**config.mk**
```make
export PLATFORM = sky130hd
export DESIGN_NAME = stack_eval
export DESIGN_NICKNAME = d
export VERILOG_FILES = /design/src/rtl/stack_eval.sv
export SDC_FILE = /design/constraint.sdc
export NUM_CORES = 2
export LEC_CHECK = 0
export CORE_MARGIN = 2
export CORE_UTILIZATION = 65
export CTS_CLUSTER_SIZE = 12
export DETAILED_ROUTE_END_ITERATION = 10
export PLACE_DENSITY = 0.83
export SYNTH_ARGS = -nofsm -noshare
export SYNTH_HDL_FRONTEND = slang
export SYNTH_SLANG_ARGS = --single-unit
```
**constraint.sdc**
```tcl
create_clock -name clk -period 12.21 [get_ports clk]
set_input_delay 1.221 -clock clk [delete_from_list [all_inputs] [get_ports clk]]
set_output_delay 1.221 -clock clk [all_outputs]
set_load 0.005 [all_outputs]
```
**src/rtl/stack_eval.sv**
```systemverilog
// RPN operand stack evaluator: pushes operands, applies + - * / on the top two
// entries (division is a multi-cycle restoring divider), and reports on equals.
module stack_eval #(
    parameter int DEPTH = 8,
    parameter int WIDTH = 32
) (
    input  logic             clk,
    input  logic             reset_n,
    input  logic             num_valid,
    input  logic [WIDTH-1:0] num,
    input  logic             op_valid,
    input  logic [3:0]       op,
    output logic             ready,
    output logic [WIDTH-1:0] result,
    output logic             result_valid,
    output logic [4:0]       depth,
    output logic             error,
    output logic [1:0]       err_code
);
    localparam int AW = $clog2(DEPTH);
    localparam int CW = $clog2(WIDTH + 1);
    localparam logic [4:0]    SP_FULL  = 5'(DEPTH);
    localparam logic [CW-1:0] CNT_LAST = CW'(WIDTH);
    localparam logic [3:0] OP_ADD = 4'hA;
    localparam logic [3:0] OP_SUB = 4'hB;
    localparam logic [3:0] OP_MUL = 4'hC;
    localparam logic [3:0] OP_DIV = 4'hD;
    localparam logic [3:0] OP_EQ  = 4'hE;

    typedef enum logic [2:0] {
        S_IDLE = 3'd0,
        S_EXEC = 3'd1,
        S_DIV  = 3'd2,
        S_DONE = 3'd3,
        S_ERR  = 3'd4
    } state_t;

    state_t           r_state, w_state_nxt;
    logic [WIDTH-1:0] r_stack [DEPTH];
    logic [4:0]       r_sp, w_sp_nxt;
    logic [3:0]       r_op;
    logic [CW-1:0]    r_cnt;
    logic [WIDTH-1:0] r_rem, r_quo, r_divisor;
    logic [WIDTH-1:0] r_result;
    logic             r_result_valid, r_error, r_ready;
    logic [1:0]       r_err_code, w_err_code_nxt;

    logic [AW-1:0]    w_top_idx, w_sec_idx, w_wr_idx;
    logic [WIDTH-1:0] w_top, w_sec, w_alu, w_wr_data, w_quo_nxt, w_rem_nxt;
    logic [WIDTH:0]   w_rem_sh, w_diff;
    logic             w_wr_en, w_res_load, w_op_load, w_div_init, w_div_step, w_ge;

    assign w_top_idx = AW'(r_sp - 5'd1);
    assign w_sec_idx = AW'(r_sp - 5'd2);
    assign w_top     = r_stack[w_top_idx];
    assign w_sec     = r_stack[w_sec_idx];

    // One restoring-division step: shift in the next dividend bit, subtract if it fits.
    assign w_rem_sh  = {r_rem, r_quo[WIDTH-1]};
    assign w_diff    = w_rem_sh - {1'b0, r_divisor};
    assign w_ge      = (w_rem_sh >= {1'b0, r_divisor});
    assign w_rem_nxt = w_ge ? w_diff[WIDTH-1:0] : w_rem_sh[WIDTH-1:0];
    assign w_quo_nxt = {r_quo[WIDTH-2:0], w_ge};

    assign ready        = r_ready;
    assign result       = r_result;
    assign result_valid = r_result_valid;
    assign depth        = r_sp;
    assign error        = r_error;
    assign err_code     = r_err_code;

    // Single-cycle arithmetic for the EXEC state (a = second, b = top).
    always_comb begin
        w_alu = {WIDTH{1'b0}};
        case (r_op)
            OP_ADD:  w_alu = w_sec + w_top;
            OP_SUB:  w_alu = w_sec - w_top;
            OP_MUL:  w_alu = w_sec * w_top;
            default: w_alu = w_sec;
        endcase
    end

    // Next-state and stack-update decode.
    always_comb begin
        w_state_nxt    = r_state;
        w_sp_nxt       = r_sp;
        w_wr_en        = 1'b0;
        w_wr_idx       = {AW{1'b0}};
        w_wr_data      = {WIDTH{1'b0}};
        w_res_load     = 1'b0;
        w_op_load      = 1'b0;
        w_div_init     = 1'b0;
        w_div_step     = 1'b0;
        w_err_code_nxt = r_err_code;
        case (r_state)
            S_IDLE: begin
                if (num_valid) begin
                    if (r_sp == SP_FULL) begin
                        w_state_nxt    = S_ERR;
                        w_err_code_nxt = 2'b01;
                    end else begin
                        w_wr_en   = 1'b1;
                        w_wr_idx  = AW'(r_sp);
                        w_wr_data = num;
                        w_sp_nxt  = r_sp + 5'd1;
                    end
                end else if (op_valid) begin
                    case (op)
                        OP_ADD, OP_SUB, OP_MUL, OP_DIV: begin
                            if (r_sp < 5'd2) begin
                                w_state_nxt    = S_ERR;
                                w_err_code_nxt = 2'b10;
                            end else begin
                                w_op_load   = 1'b1;
                                w_state_nxt = (op == OP_DIV) ? S_DIV : S_EXEC;
                            end
                        end
                        OP_EQ: begin
                            if (r_sp == 5'd1) begin
                                w_res_load  = 1'b1;
                                w_state_nxt = S_DONE;
                            end else begin
                                w_state_nxt    = S_ERR;
                                w_err_code_nxt = 2'b10;
                            end
                        end
                        default: w_state_nxt = S_IDLE;
                    endcase
                end else begin
                    w_state_nxt = S_IDLE;
                end
            end
            S_EXEC: begin
                w_wr_en     = 1'b1;
                w_wr_idx    = w_sec_idx;
                w_wr_data   = w_alu;
                w_sp_nxt    = r_sp - 5'd1;
                w_state_nxt = S_IDLE;
            end
            S_DIV: begin
                // Count 0 is the setup cycle; counts 1..WIDTH each produce a quotient bit.
                if (r_cnt == {CW{1'b0}}) begin
                    if (w_top == {WIDTH{1'b0}}) begin
                        w_state_nxt    = S_ERR;
                        w_err_code_nxt = 2'b11;
                    end else begin
                        w_div_init = 1'b1;
                    end
                end else begin
                    w_div_step = 1'b1;
                    if (r_cnt == CNT_LAST) begin
                        w_wr_en     = 1'b1;
                        w_wr_idx    = w_sec_idx;
                        w_wr_data   = w_quo_nxt;
                        w_sp_nxt    = r_sp - 5'd1;
                        w_state_nxt = S_IDLE;
                    end else begin
                        w_state_nxt = S_DIV;
                    end
                end
            end
            S_DONE: begin
                if (num_valid) begin
                    w_wr_en     = 1'b1;
                    w_wr_idx    = {AW{1'b0}};
                    w_wr_data   = num;
                    w_sp_nxt    = 5'd1;
                    w_state_nxt = S_IDLE;
                end else begin
                    w_state_nxt = S_DONE;
                end
            end
            S_ERR:   w_state_nxt = S_ERR;
            default: w_state_nxt = S_IDLE;
        endcase
    end

    // State register.
    always_ff @(posedge clk) begin
        if (!reset_n) begin
            r_state <= S_IDLE;
        end else begin
            r_state <= w_state_nxt;
        end
    end

    // Stack storage; only the pointer is reset.
    always_ff @(posedge clk) begin
        if (reset_n && w_wr_en) begin
            r_stack[w_wr_idx] <= w_wr_data;
        end
    end

    // Pointer, divider, result and status registers.
    always_ff @(posedge clk) begin
        if (!reset_n) begin
            r_sp           <= 5'd0;
            r_op           <= 4'h0;
            r_cnt          <= {CW{1'b0}};
            r_rem          <= {WIDTH{1'b0}};
            r_quo          <= {WIDTH{1'b0}};
            r_divisor      <= {WIDTH{1'b0}};
            r_result       <= {WIDTH{1'b0}};
            r_result_valid <= 1'b0;
            r_error        <= 1'b0;
            r_err_code     <= 2'b00;
            r_ready        <= 1'b1;
        end else begin
            r_sp           <= w_sp_nxt;
            r_result_valid <= w_res_load;
            r_err_code     <= w_err_code_nxt;
            r_error        <= r_error | (w_state_nxt == S_ERR);
            r_ready        <= (w_state_nxt == S_IDLE) || (w_state_nxt == S_DONE);
            if (w_res_load) r_result <= w_top;
            if (w_op_load)  r_op     <= op;
            if (r_state != S_DIV) r_cnt <= {CW{1'b0}};
            else                  r_cnt <= r_cnt + {{(CW-1){1'b0}}, 1'b1};
            if (w_div_init) begin
                r_quo     <= w_sec;
                r_divisor <= w_top;
                r_rem     <= {WIDTH{1'b0}};
            end else if (w_div_step) begin
                r_quo <= w_quo_nxt;
                r_rem <= w_rem_nxt;
            end
        end
    end
endmodule
```
==> results.cfg <==
[outcome]
outcome = completed

[critical_path]
critPathBufInv = 9
cp_common_cell = fa_1
reg2regPathDepth = 32
worstPathRequired_ns = 12.38
path_depth = 32
critPathKind = reg -> reg
crit_arrival_ns = 11.23
start_kind = flop
crit_family = adder cells
crit_slowest_cell = ha_2
cp_max_fo = 26
slowest_delay_ns = 0.95
end_kind = flop
worst-r2r-setup-slack_ns = 1.15

[logic_synthesis]
synth.distinct_cells = 82
ys_ff_latch = 407
syn_avg_cell_area_sq_um = 10.2
synth_enable_flop_cells = 256
async_reset_ff_frac = 0
ys_seq_area_frac = 0.284
yosysWarningCount = 0
ys.flop_type = edfxtp_1
syn_inst = 3709
syn_area_sq_um = 37700
syn_nets = 4356

[grt]
grt_pass1_wl_microns = 182000
grt_pass1_vias = 30600
grt_overflow_total = 0
grt_max_degree = 74
antenna_found_initial = 3
grtUsageTotal = 0.408

[layout]
areaGrowthSynthToFinish_pct = 8.61
final_util = 0.712
final_net_count = 4388
drive_above_1_share = 0.106

[clocking]
cts_tree = done
cts.htree.levels = 2
post_cts_buffers = 0
clkTransAtPathRegs_ns = 0.06
cts_buffers = 44
cts_resized = 0
cts_buffer_depth = 3
clockRootBuffer = clkbuf_16
cts_sinks = 407
hold_buffers = 0
clk_latency_ns = 0.61

[place]
dp_hpwl_microns = 86800
port_buffers = 81
globalplace.congestion = 1.07

[sta]
period_minus_slack_ns = 11.06
hold_viol = 0
max_slew_margin = 0.158
finalSetupViolCount = 0
fmax_mhz = 90.4
clock_skew_ns = 0.0644
period_share = 0.906
maxSlewViolCount = 0
worst_slew_pin_slew_ns = 1.25
rsz0062_at_grt = no
fin_tns_setup_ns = 0

[detailed_routing]
drtPass1Iterations = 7
ant_nets = 0
vias_per_cell = 6.67
drc = 0
drt_first_iter_violations = 4422
wl_per_cell_microns = 26.4
drt-total-wl_microns = 120000
route.vias.total = 30300

[floorplan]
die_h_microns = 245
dieArea_sq_um = 59900
ios = 82
core-area_sq_um = 57500
die_w_microns = 245
start_util = 0.656
row_count = 88

[run]
drv_cap = 0

[worst_hold_path]
min_path_type = reg -> reg
holdPathStages = 2
## cells in the final DEF, fill, tap and decap left out, drive strengths merged, types with 37 or more instances in the layout
master and n:
inv 470, nor2 515, a221oi 37, buf 104
xor2 56, xnor2 117, ha 197, nor2b 46
a21o 44, o21ai 114, a21oi 148, mux4 129
fa 410, clkdlybuf4s50 81, a22oi 38, nand2 320
mux2i 74, clkbuf 63, dfxtp 151, nand2b 40
edfxtp 256
## worst paths after layout
| path | start | end |
|---|---|---|
| worst max-delay path | depth[2]$_SDFFE_PN0P_ | r_stack[4][29]$_DFFE_PP_ |
| worst min register to register | r_divisor[24]$_SDFFE_PN0P_ | r_divisor[24]$_SDFFE_PN0P_ |
| worst min-delay path | r_divisor[24]$_SDFFE_PN0P_ | r_divisor[24]$_SDFFE_PN0P_ |
| worst max register to register | depth[2]$_SDFFE_PN0P_ | r_stack[4][29]$_DFFE_PP_ |
## kinds of logic after synthesis
| group | Yosys count | synth area share |
|---|---|---|
| simple gates | 1094 | 0.126 |
| buf+inv | 675 | 0.0722 |
| fa+ha+maj | 607 | 0.283 |
| compound gates | 543 | 0.0923 |
| flops | 407 | 0.284 |
| mux | 210 | 0.101 |
| xor+xnor | 173 | 0.0407 |
## routing by layer
metal | up-vias | global-route usage | part of all wire
met4 | 4 | 0.238 | 0.074
met1 | 14700 | 0.521 | 0.33
met3 | 632 | 0.125 | 0.15
li1 | 12500 | - | -
met2 | 2526 | 0.619 | 0.44
met5 | - | 0 | 0.00019
## flip-flops by register name (all words and copies together) (netlist names)
register,count
r_quo,32
error,1
result_valid,1
r_state,3
ready,1
r_rem,32
result,32
r_stack,256
r_cnt,6
r_op,4
depth,5
err_code,2
r_divisor,32
## synthesized netlist by cell type, types with 5 or more instances
cell type / count / area (sq um)
inv_1: 460 / 1730
nand2_1: 319 / 1200
nand3_1: 26 / 130
mux4_2: 129 / 2910
o21ai_0: 83 / 415
nor2b_1: 46 / 288
and3_1: 21 / 131
xor2_1: 55 / 482
ha_1: 197 / 2460
buf_2: 19 / 95.1
buf_1: 7 / 26.3
a221oi_1: 37 / 324
or2_2: 34 / 213
and2_1: 19 / 119
clkbuf_1: 146 / 548
o21ai_1: 31 / 155
mux2i_2: 6 / 82.6
inv_2: 7 / 26.3
o21bai_1: 12 / 90.1
o211ai_1: 8 / 60.1
nor2_1: 513 / 1930
or3_1: 8 / 50.1
nand4_1: 8 / 50.1
a22oi_1: 38 / 285
a21oi_1: 146 / 731
a21o_1: 44 / 330
nand2b_1: 40 / 250
dfxtp_1: 151 / 3020
mux2i_4: 5 / 113
o22ai_1: 20 / 125
a21boi_0: 8 / 60.1
mux2_2: 7 / 78.8
a31oi_1: 15 / 93.8
a21boi_1: 8 / 60.1
o31ai_1: 10 / 75.1
edfxtp_1: 256 / 7690
fa_1: 410 / 8210
buf_4: 14 / 105
xnor2_1: 117 / 1020
clkinv_1: 9 / 33.8
buf_6: 9 / 101
mux2i_1: 63 / 631
nor3_1: 32 / 160
a211oi_1: 35 / 263
o21a_1: 16 / 120
## layout make-up
class	instances	area [sq um]
multi-input cells	2627	24500
fillers	4076	16500
flip-flops and latches	407	10700
inverters	476	1790
repair buffers	185	1620
clock buffers	63	1220
well taps	765	957
clock inverters	16	168
diodes	1	2.50
## worst min-delay path, stage by stage (launching register included)
cell	delay, ns
dfxtp_1	0.31
nand2_1	0.05
a21oi_1	0.05
## per-stage QoR
step / hold WS, ns / worst slack (ns) / area [sq um] / instances
6_report: 0.456 / 1.15 / 40900 / 4540
2_1_floorplan: 0.436 / 1.14 / 37700 / 3709
3_3_place_gp: 0.438 / 1.85 / 39500 / 4460
3_5_place_dp: 0.442 / 1.76 / 39500 / 4460
4_1_cts: 0.455 / 1.63 / 40900 / 4539
5_1_grt: 0.480 / 1.01 / 40900 / 4539
Power is not shown: default switching activity piles up to over one toggle a cycle in this logic, so the estimate is an artifact.
